`src/rtl/l_transform_sequencer.sv`:
```
// Kuznechik linear transform L sequencer: ROUNDS R steps, one byte per cycle via an
// external registered GF(2^8) constant-multiply table. Define L_TRANSFORM_INV_EN for the inv port (L^-1).
`timescale 1ns/1ps
module l_transform_sequencer #(
  parameter int ROUNDS      = 16,
  parameter int TBL_LATENCY = 1
) (
  input  logic         clk,
  input  logic         rst,
`ifdef L_TRANSFORM_INV_EN
  input  logic         inv,
`endif
  input  logic         in_valid,
  output logic         in_ready,
  input  logic [127:0] in_block,
  output logic         out_valid,
  input  logic         out_ready,
  output logic [127:0] out_block,
  output logic         busy,
  output logic [3:0]   tbl_coef_idx,
  output logic [7:0]   tbl_byte,
  input  logic [7:0]   tbl_result
);
  // Handshakes: a transfer happens on a rising edge where valid and ready are both high;
  // out_valid stays high with out_block stable until that edge, in_ready is high only in idle.

  localparam int RW = $clog2(ROUNDS + 1);
  localparam logic [RW-1:0] LAST_ROUND = RW'(ROUNDS - 1);

  typedef enum logic [1:0] {
    ST_IDLE = 2'd0,
    ST_RUN  = 2'd1,
    ST_DONE = 2'd2
  } state_e;

  state_e                 state_q, state_d;
  logic [127:0]           blk_q;
  logic [7:0]             acc_q;
  logic [RW-1:0]          round_q;
  logic [3:0]             k_q;
  logic                   issuing_q;
  logic [TBL_LATENCY-1:0] vld_pipe;
  logic [TBL_LATENCY-1:0] last_pipe;

  logic         accept;
  logic         res_vld;
  logic         res_last;
  logic         final_round;
  logic [3:0]   k_dec;
  logic [7:0]   l_val;
  logic [7:0]   first_next;
  logic [127:0] op_vec;
  logic [127:0] blk_next;
  logic         inv_q;
  logic         inv_in;

`ifdef L_TRANSFORM_INV_EN
  assign inv_in = inv;
  always_ff @(posedge clk or posedge rst) begin
    if (rst)         inv_q <= 1'b0;
    else if (accept) inv_q <= inv;
  end
`else
  assign inv_in = 1'b0;
  assign inv_q  = 1'b0;
`endif

  assign accept      = (state_q == ST_IDLE) && in_valid;
  assign res_vld     = vld_pipe[TBL_LATENCY-1];
  assign res_last    = last_pipe[TBL_LATENCY-1];
  assign final_round = res_vld && res_last && (round_q == LAST_ROUND);
  assign k_dec       = k_q - 4'd1;
  assign l_val       = acc_q ^ tbl_result;

  // The inverse step feeds l the vector (a14..a0, a15); forward feeds the block as-is.
  assign op_vec     = inv_q ? {blk_q[119:0], blk_q[127:120]} : blk_q;
  assign blk_next   = inv_q ? {blk_q[119:0], l_val} : {l_val, blk_q[127:8]};
  assign first_next = inv_q ? blk_q[111:104] : l_val;

  always_ff @(posedge clk or posedge rst) begin
    if (rst) state_q <= ST_IDLE;
    else     state_q <= state_d;
  end

  always_comb begin
    state_d = state_q;
    case (state_q)
      ST_IDLE: if (in_valid)    state_d = ST_RUN;
      ST_RUN:  if (final_round) state_d = ST_DONE;
      ST_DONE: if (out_ready)   state_d = ST_IDLE;
      default:                  state_d = ST_IDLE;
    endcase
  end

  always_comb begin
    in_ready  = (state_q == ST_IDLE);
    busy      = (state_q == ST_RUN) || (state_q == ST_DONE);
    out_valid = (state_q == ST_DONE);
  end

  // Tags travel alongside each table request so results are matched without a counter.
  always_ff @(posedge clk or posedge rst) begin
    if (rst) begin
      vld_pipe  <= '0;
      last_pipe <= '0;
    end else begin
      vld_pipe[0]  <= issuing_q;
      last_pipe[0] <= issuing_q && (k_q == 4'd0);
      for (int i = 1; i < TBL_LATENCY; i++) begin
        vld_pipe[i]  <= vld_pipe[i-1];
        last_pipe[i] <= last_pipe[i-1];
      end
    end
  end

  always_ff @(posedge clk or posedge rst) begin
    if (rst) begin
      blk_q        <= '0;
      acc_q        <= '0;
      round_q      <= '0;
      k_q          <= '0;
      issuing_q    <= 1'b0;
      tbl_coef_idx <= '0;
      tbl_byte     <= '0;
      out_block    <= '0;
    end else if (accept) begin
      blk_q        <= in_block;
      acc_q        <= '0;
      round_q      <= '0;
      k_q          <= 4'd15;
      issuing_q    <= 1'b1;
      tbl_coef_idx <= 4'd15;
      tbl_byte     <= inv_in ? in_block[119:112] : in_block[127:120];
    end else if (state_q == ST_RUN) begin
      if (issuing_q) begin
        if (k_q == 4'd0) begin
          issuing_q <= 1'b0;
        end else begin
          k_q          <= k_dec;
          tbl_coef_idx <= k_dec;
          tbl_byte     <= op_vec[{k_dec, 3'b000} +: 8];
        end
      end
      if (res_vld) begin
        if (res_last) begin
          blk_q   <= blk_next;
          acc_q   <= '0;
          round_q <= round_q + RW'(1);
          if (round_q == LAST_ROUND) begin
            out_block <= blk_next;
          end else begin
            issuing_q    <= 1'b1;
            k_q          <= 4'd15;
            tbl_coef_idx <= 4'd15;
            tbl_byte     <= first_next;
          end
        end else begin
          acc_q <= l_val;
        end
      end
    end
  end

endmodule

```
`config.mk`:
```
export PLATFORM = sky130hd
export DESIGN_NAME = l_transform_sequencer
export DESIGN_NICKNAME = d
export VERILOG_FILES = /design/src/rtl/l_transform_sequencer.sv
export SDC_FILE = /design/constraint.sdc
export NUM_CORES = 1
export LEC_CHECK = 0
export CORE_MARGIN = 3
export CORE_UTILIZATION = 35
export DETAILED_ROUTE_END_ITERATION = 6
export GPL_ROUTABILITY_DRIVEN = 1
export GPL_TIMING_DRIVEN = 0
export PLACE_DENSITY = 0.7
export RECOVER_POWER = 50
export SLEW_MARGIN = 20
export SYNTH_ARGS = -nofsm -noshare
export SYNTH_HDL_FRONTEND = slang
export SYNTH_SLANG_ARGS = --single-unit
```
`constraint.sdc`:
```
create_clock -name clk -period 12.3 [get_ports clk]
set_clock_uncertainty 0.2 [all_clocks]
set_input_delay 2.46 -clock clk [delete_from_list [all_inputs] [get_ports clk]]
set_output_delay 2.46 -clock clk [all_outputs]
set_load 0.1 [all_outputs]
```
; ---- After elaboration in Yosys (flattened, before gate mapping)
; Index checks and enable logic that the tools add are counted.
[word_totals]
word_cells = 80
input_bits = 140
regBits = 290
out_inout_bits = 143
[op_classes]
n_shift = 1
n_eq_ne = 6
n_mux = 44
bitwise_logic = 2
reduce_logical = 14
n_addsub = 2
[ops]
columns = op, count
row1 = $mux 128, 4
row2 = $shiftx 128x8->8, 1
row3 = $mux 8, 11
row4 = $mux 4, 14
row5 = $mux 5, 4
row6 = $xor 8x8->8, 1
row7 = $mux 1, 7
row8 = $mux 2, 3
row9 = $pmux 2 s3, 1
row10 = $reduce_and 3->1, 2
row11 = $reduce_bool 2->1, 3
row12 = $add 5x1->5 const B, 1
row13 = $eq 5x4->1 const B, 1
row14 = $reduce_and 5->1, 1
row15 = $logic_and 1x1->1, 4
row16 = $logic_not 4->1, 1
row17 = $ne 2x2->1 const B, 2
row18 = $sub 4x1->4 const B, 1
row19 = $eq 2x1->1 const B, 1
row20 = $eq 2x2->1 const B, 1
row21 = $logic_not 2->1, 1
row22 = $ne 2x1->1 const B, 1
row23 = $reduce_and 2->1, 1
row24 = $logic_or 1x1->1, 1
row25 = $not 1->1, 1

; ---- Logic depth before layout (Yosys ltp)
; Gate-level depths: netlist of run 1.
[logic_depth]
depth_word = 9
ltp_mapped = 13
mapped_depth_nobuf = 8

; ---- Worst setup path after synthesis of run 1
; No wires, ideal clock.
[synth_path]
kind = register -> output
startpoint = register state_q[0]
endpoint = output in_ready
t_arrival_ns = 1.296
stages_incl_launch_ff = 3
path_buffers = 0
setup_slack_ns = 8.344
required_ns = 9.640
cell_sequence = dfrtp_1 > inv_1 > ha_1
[synth_via]
elab_chain_len = 1
[synth_rtl]
columns = item, line
row1 = from (decl), 36  ; state_e state_q, state_d;
row2 = from (signal assigned), 82  ; else state_q <= state_d;
row3 = $logic_not 2->1, 96  ; in_ready = (state_q == ST_IDLE);
row4 = to (decl), 14  ; output logic in_ready,
; No other way between the ends.

==> run summary, run 1 <==
The cell leakage power is between 8 and 9 nW. The starting density of the core is 0.356. The H-tree depth is 2.

In this design, the stage delay of the slowest critical-path cell is 2540 ps. The class of the tightest hold or removal check is flip-flop to flip-flop. The detail-routed net length per standard cell came out at roughly 23 microns. The number of warnings issued by yosys is 0. During I/O placement, the number of pins put on the boundary was about 280.

Of the synthesized area, sequential elements account for 0.540. The synthesized netlist occupies a cell area of 13,400 sq um. The most common cell in the synthesized netlist is dfrtp_1. The total nets after synthesis is between 1,000 and 1,500.

The total global-route track usage is 0.232. The dominant synthesized flop cell is dfrtp_1. The post-synthesis cell count is around 1,300. The run finished, with violations left.

Gates resized during post-CTS repair numbered 0. The sum of negative setup slack is 0 ps. The number of clock buffers added by TritonCTS is 34. STA classifies the critical path startpoint as an input pin. The transition time of the tightest slew-check pin came out at roughly 4500 ps. The final reports fail on capacitance limit, slew limit. The area added between synthesis and finish is 34.8%. The first global-routing pass estimated ~73 mm of wire. The count of nets left with antenna violations once routing finished came out at 0. The headroom to the max-slew limit is -2.05. The sum of overflow across all layers after global routing came out at 0.

Input and output buffers added on the ports amount to 282. Overall power consumption after layout is estimated at 3.95 mW. Yosys mapped a number of flops with a built-in enable equal to 0. The count of max-cap constraint violations came out at 1. The signal on the critical path passes through dlygate4sd3_1, clkinvlp_2. The count of vias placed by the detailed router is between 10,000 and 15,000.

The number of rows created at floorplan is 71. The final worst slack came out at around 6300 ps. The final hold violation count is 0. The share of synthesized area in the top cell type comes to 0.540.

The number of flip-flops and latches in the synthesized netlist is 290. The wire length after detailed routing came out at 48.2 mm. The core box area came out at around 38,000 sq um. The dominant cell type by area after synthesis is dfrtp_1. The standard cell area after detailed placement is 17,000 sq um.

The biggest fanout along the worst timing path is 100. The via count of the first global-routing pass is between 10,000 and 15,000. The overall die width came out at around 200 microns. The number of sinks driven by the clock tree came out at 290. The initial antenna violation count came out at 2. The worst path in the final design needs a cycle of ~6000 ps, including I/O delays and setup.

The maximum clock path buffer count came out at 3. The clock-pin slew on the worst setup and hold paths is ~60 ps. The number of buffers inserted by hold repair at cts is 0. The critical path arrival came out at around 5600 ps. The required time of the critical path came out at around 12,000 ps. The netlist uses 46 different library cells.

The fraction of layout instances using a drive strength above 1 came out at 0.148. The number of buffers and inverters on the critical path is 2. The tree is rooted in a clkbuf_16. After detailed routing, the number of vias per cell comes to about 5.5. The final weighted congestion in routability-driven placement came out at just over 0.9. Clock latency on the worst-skew pair, taken at its later pin, is roughly 520 ps. The violation count after the first detailed-route iteration came out at approximately 1,100. Power spread over the standard cell area amounts to roughly 220 nW/um^2. The worst setup path is captured at an async pin.

Sorting the synthesized cells by area gives the leading types as dfrtp_1, mux2_2, nand2_1, a31oi_1, mux4_2. The non-filler instance count after layout came out at roughly 2,100. The slowest stage of the critical path is the clkinvlp_2 cell.

The share of synthesized registers carrying an async set or reset is 1.00. For this run, design rule violations remaining after detail routing come to 0. The number of setup violations in the final report came out at 0. The total number of nets in the final design came out at ~1,700. The worst voltage drop across the vdd grid is between 0.00008 and 0.00009 V. Entering global routing, the biggest net connects around 100 pins.

In the synthesized netlist, the cells that appear most often are dfrtp_1, nand2_1, nor2_1. Detailed placement finished with a half-perimeter wire length of around 36 mm. The mean area per synthesized cell is approximately 11 sq um. TritonCTS built the clock tree. The worst slack at placement is between 7000 and 8000 ps. The number of setup buffers added after CTS is 0. The part of the cycle the worst path needs is 0.489. The first-pass iteration count of the detailed router is 5. The floorplan die area is around 40,000 sq um. Setup repair after global routing left no endpoint under its margin. The peak clock frequency supported by timing came out at 166 MHz.

The largest delay contributor family on the critical path is buffers and inverters. The setup path with the least slack is of type input pin to async pin. The area of all placed cells without fillers is roughly 18,000 sq um. The die height came out at between 200 and 250 microns. Once placement completed, the tool counted placed cells totaling approximately 2,100. The max-slew violation total from the final report is 99.
cell families (layout without fill, tap and decap cells):
kind of cell             after synthesis  after routing  synth area share
AO/OA/AOI/OAI                        214            214            0.0988
XOR/XNOR                              16             16            0.0118
adder cells (fa/ha/maj)                6              6           0.00559
buffers and inverters                109            454            0.0352
flip-flops                           290            290             0.540
multiplexers                         169            169             0.168
other                                  0              2                 0
AND/OR/NAND/NOR                      469            469             0.141
cells in the final DEF (no fill, tap or decap), types with 6 or more instances in the layout:
master	n
ha_1	6
nand3_1	8
nand2_1	274
o21ai_0	35
nand3b_1	7
a21oi_1	32
nor3_1	6
clkdlybuf4s50_1	280
clkbuf_16	34
mux4_2	31
inv_1	16
clkbuf_8	6
buf_2	16
xnor2_1	8
dfrtp_1	290
xor2_1	7
buf_1	7
mux2i_1	14
o221ai_1	6
mux2_2	118
nor2_1	152
a31oi_1	120
clkbuf_1	69
metal layers:
| metal | up-vias | share of wire | track usage |
|---|---|---|---|
| li1 | 5091 | - | - |
| met1 | 5880 | 0.42 | 0.326 |
| met2 | 611 | 0.45 | 0.361 |
| met3 | 109 | 0.082 | 0.0406 |
| met5 | - | 0 | 0 |
| met4 | 0 | 0.043 | 0.0929 |
metrics by stage:
step	hold slack, ps	utilization
3_5_place_dp	277	0.449
6_report	284	0.480
5_1_grt	320	0.480
2_1_floorplan	261	-
3_3_place_gp	267	0.447
4_1_cts	290	0.481
flip-flops by register name, summed over array words and instances (netlist names):
name	count
acc_q	8
k_q	4
res_vld	1
round_q	5
issuing_q	1
blk_q	128
last_pipe	1
tbl_coef_idx	4
tbl_byte	8
out_block	128
state_q	2
final cells by class:
class	count	area, sq um
repair buffers	284	2880
plain buffers	91	369
clock buffers	43	945
fillers	3461	19700
diodes	2	5.00
well taps	511	639
clock inverters	18	246
multi-input cells	874	5700
flip-flops and latches	290	7260
inverters	18	68.8
power breakdown:
group	switching, mW	total, mW	internal (mW)
clock network	0.416	1.07	0.654
registers	0.363	1.56	1.19
logic	0.795	1.33	0.532
total	1.57	3.95	2.38
path summary, 6_finish.rpt:
kind	from	cells past startpoint	end	slack (ps)
max	rst	2	state_q[1]	6290
min	out_block[121]	2	out_block[121]	280
max reg2reg	k_q[0]	12	tbl_byte[7]	6390
min reg2reg	out_block[121]	2	out_block[121]	280
max in group clk	k_q[0]	12	tbl_byte[7]	6390
min in group asynchronous	rst	2	out_block[70]	3600
(Power assumes the default switching activity.)
==> run 2, diff against run 1 <==
==> constraint.sdc (replaced) <==
create_clock -name clk -period 6.03 [get_ports clk]
set_clock_uncertainty 0.2 [all_clocks]
set_input_delay 1.206 -clock clk [delete_from_list [all_inputs] [get_ports clk]]
set_output_delay 1.206 -clock clk [all_outputs]
set_load 0.1 [all_outputs]
==> run 2 against run 1 <==
Net effect: the flow still finishes with violations (capacitance limit, slew limit); sequential share of layout area increased by 0.075 points; die area did not move; sequential power increased by 100%; critical path depth is 10 higher; sequential cell count did not move; total power rose by 99%; non-clock buffer count grew 8; via count fell by 0.47%; cell count rose by 0.28%; first-iteration DRC count grew 5.9%; utilization shrank 0.090 points; critical path type is now flip-flop to flip-flop; largest power group unchanged.
==> run summary, run 2 (synthesis gave the netlist of run 1 again) <==
The overall die width is 202 microns (unchanged). The pin count of the biggest net entering global routing came out at 36 (-65%). The top-level I/O count is 283 (unchanged). The number of setup violations in the final report is 0 (unchanged). The first-pass iteration count of the detailed router is 5 (unchanged). The final critical delay including setup and external delays came out at ~4700 ps. The hold path depth came out at 2 (unchanged). The number of port buffers came out at 282 (unchanged). The total number of nets in the final design came out at 1,747 (+0.46%).

The worst voltage drop across the vdd grid is 0.000208 V (+150%). CTS placed an instance of clkbuf_16 at the clock tree root. The cell leakage power is 8.05 nW (about the same).

The fraction of layout instances using a drive strength above 1 is 0.144 (-0.00345). The sum of overflow across all layers after global routing came out at 0 (unchanged). The critical path arrival came out at 4840 ps (-780 ps). The number of buffers inserted by hold repair at cts is 0 (unchanged). The largest registers in the layout are blk_q (128), out_block (128). The core box area is 37,800 sq um (unchanged). The number of nets with antenna violations after routing came out at 0 (unchanged).

The starting density of the core came out at 0.356 (unchanged). In this run the most critical hold path is launched from out_block[127]. Traced cell by cell, the critical path runs through buf_6, clkbuf_1, clkbuf_1, inv_1, ha_1, buf_4, buf_4, buf_2, mux4_2, mux2i_1, o22a_1, a22oi_2. In the layout the commonest cells are dfrtp_1, clkdlybuf4s50_1, nand2_1. The required time of the critical path is 6210 ps (-5690 ps).

The TritonCTS clock tree is built. Setup repair after global routing left no endpoint under its margin. The total power came out at 7.88 mW (+99%). The post-route DRC violation count is 0 (unchanged). The violation count after the first detailed-route iteration was 1,130 (+5.9%).

The largest delay contributor family on the critical path is buffers and inverters. The end-of-flow core utilization was 0.479 (-0.000895). The die height is 202 microns (unchanged).

The initial antenna violation count was 4 (+2). The half-perimeter wire length after placement is 36.5 mm (+2.0%). The delay of the slowest cell on the worst path came out at 680 ps (-1860 ps). The count of vias placed by the detailed router is 11,600 (-0.47%). The final hold violation count came out at 0 (unchanged).

The worst setup path is captured at a flip-flop. The count of placed standard cells including taps came to 2,076 (+0.39%). The number of buffers created by CTS is 34 (unchanged).

The max-slew violation total from the final report is 92 (-7.1%). The min-delay analysis places its worst path in the category flip-flop to flip-flop. The wire length of the first global-routing pass came out at 73.4 mm (+0.42%). The maximum clock path buffer count is 3 (unchanged).

The fill cell instance count of the final layout came out at 3,413 (-1.4%). The area added between synthesis and finish is 34.6%. The count of max-cap constraint violations came out at 3 (+2). The wire length after detailed routing was 48.5 mm (+0.61%). The slack of the worst reg-to-reg path came to 1370 ps (-5020 ps).

The worst setup path is of the flip-flop to flip-flop kind. The flow ran to the end, but the final reports show violations. The part of the cycle the worst path needs came out at 0.773. The non-filler instance count after layout was 2,137 (+0.28%).

The detail-routed net length per standard cell is 22.7 microns (+0.33%). The total of cells resized after clock tree synthesis is 0 (unchanged). The headroom to the max-slew limit was -0.264 (+1.79). The via density per instance came out at 5.45 (-0.75%). The beginning of the worst register-to-register path is k_q[0].

The worst setup path is launched from a flip-flop. The transition time of the tightest slew-check pin is 1900 ps (-2650 ps). The final worst hold slack came out at 281 ps (-2.43 ps). The floorplan die area came out at 40,700 sq um (unchanged). The buffers plus inverters on the worst setup path was 7 (+5). The H-tree depth was 2 (unchanged). The path with the worst hold slack has its endpoint at out_block[127]. The peak clock frequency supported by timing came out at approximately 210 MHz. The number of sinks driven by the clock tree is 290 (unchanged).

The clock latency of the later-clocked register in the worst-skew pair is 530 ps (about the same). The library cell used most frequently in the layout, excluding fill and tap cells, is dfrtp_1. The biggest fanout along the worst timing path is 10 (-90%). The number of setup buffers added after CTS came out at 0 (unchanged). The final weighted congestion in routability-driven placement was 0.914 (-1.8%). The checks that failed: capacitance limit, slew limit. The depth of the worst register-to-register path is 12 (unchanged).

The power per standard cell area was 436 nW/um^2 (+100%). The via count of the first global-routing pass came to 11,800 (-0.53%). The total global-route track usage is 0.234 (+0.00137). The clock-pin slew on the worst setup and hold paths came out at 60 ps (about the same). The number of rows created at floorplan is 71 (unchanged). The worst register-to-register path ends at tbl_byte[6]. The largest individual stage delay along the critical path comes from the cell clkbuf_1.
run 2: worst max path at each step:
stage	slack, ps	cells after the start	endpoint	startpoint
4_1_cts	2160	3	in_ready	state_q[0]
5_1_grt	1200	12	tbl_byte[5]	k_q[0]
6_report	1370	12	tbl_byte[6]	k_q[0]
2_1_floorplan	780	1	acc_q[0]	rst
3_5_place_dp	2140	6	tbl_byte[0]	in_valid
3_3_place_gp	-1250	2	out_block[40]	rst
run 2: cell type report:
class,count,area (sq um),area share
clock inverters,5,43.8,0.00242
clock buffers,52,998,0.0553
repair buffers,292,2980,0.165
inverters,18,68.8,0.00381
flip-flops and latches,290,7260,0.402
well taps,511,639,0.0354
plain buffers,91,383,0.0212
diodes,4,10.0,0.000554
multi-input cells,874,5690,0.315
run 2: per-layer routing:
layer / share of wire / wire length, microns / track usage / up-vias
met5: 0 / 0 / 0 / -
met4: 0.044 / 2110 / 0.105 / 0
met3: 0.082 / 3970 / 0.0432 / 110
met2: 0.46 / 22200 / 0.359 / 588
met1: 0.42 / 20300 / 0.324 / 5831
li1: - / - / - / 5107
run 2: report_power, final:
part           switching [mW]  internal, mW  leakage, nW  total, mW
logic                    1.63          1.10         3.93       2.73
clock network           0.810          1.14        0.512       1.95
registers               0.757          2.44         3.61       3.19
run 2: through the flow:
stage	worst slack [ps]	area, sq um	TNS [ps]
after floorplan	777	13400	0
after global placement	-1250	16900	-353630
after detailed placement	2140	17100	0
after CTS	2160	18100	0
after global routing	1200	18100	0
final	1370	18100	0
run 2: tightest hold or removal path, stage by stage, from the launching register on:
cell	delay [ps]
dfrtp_1	340
nand2_1	40
o21ai_0	60
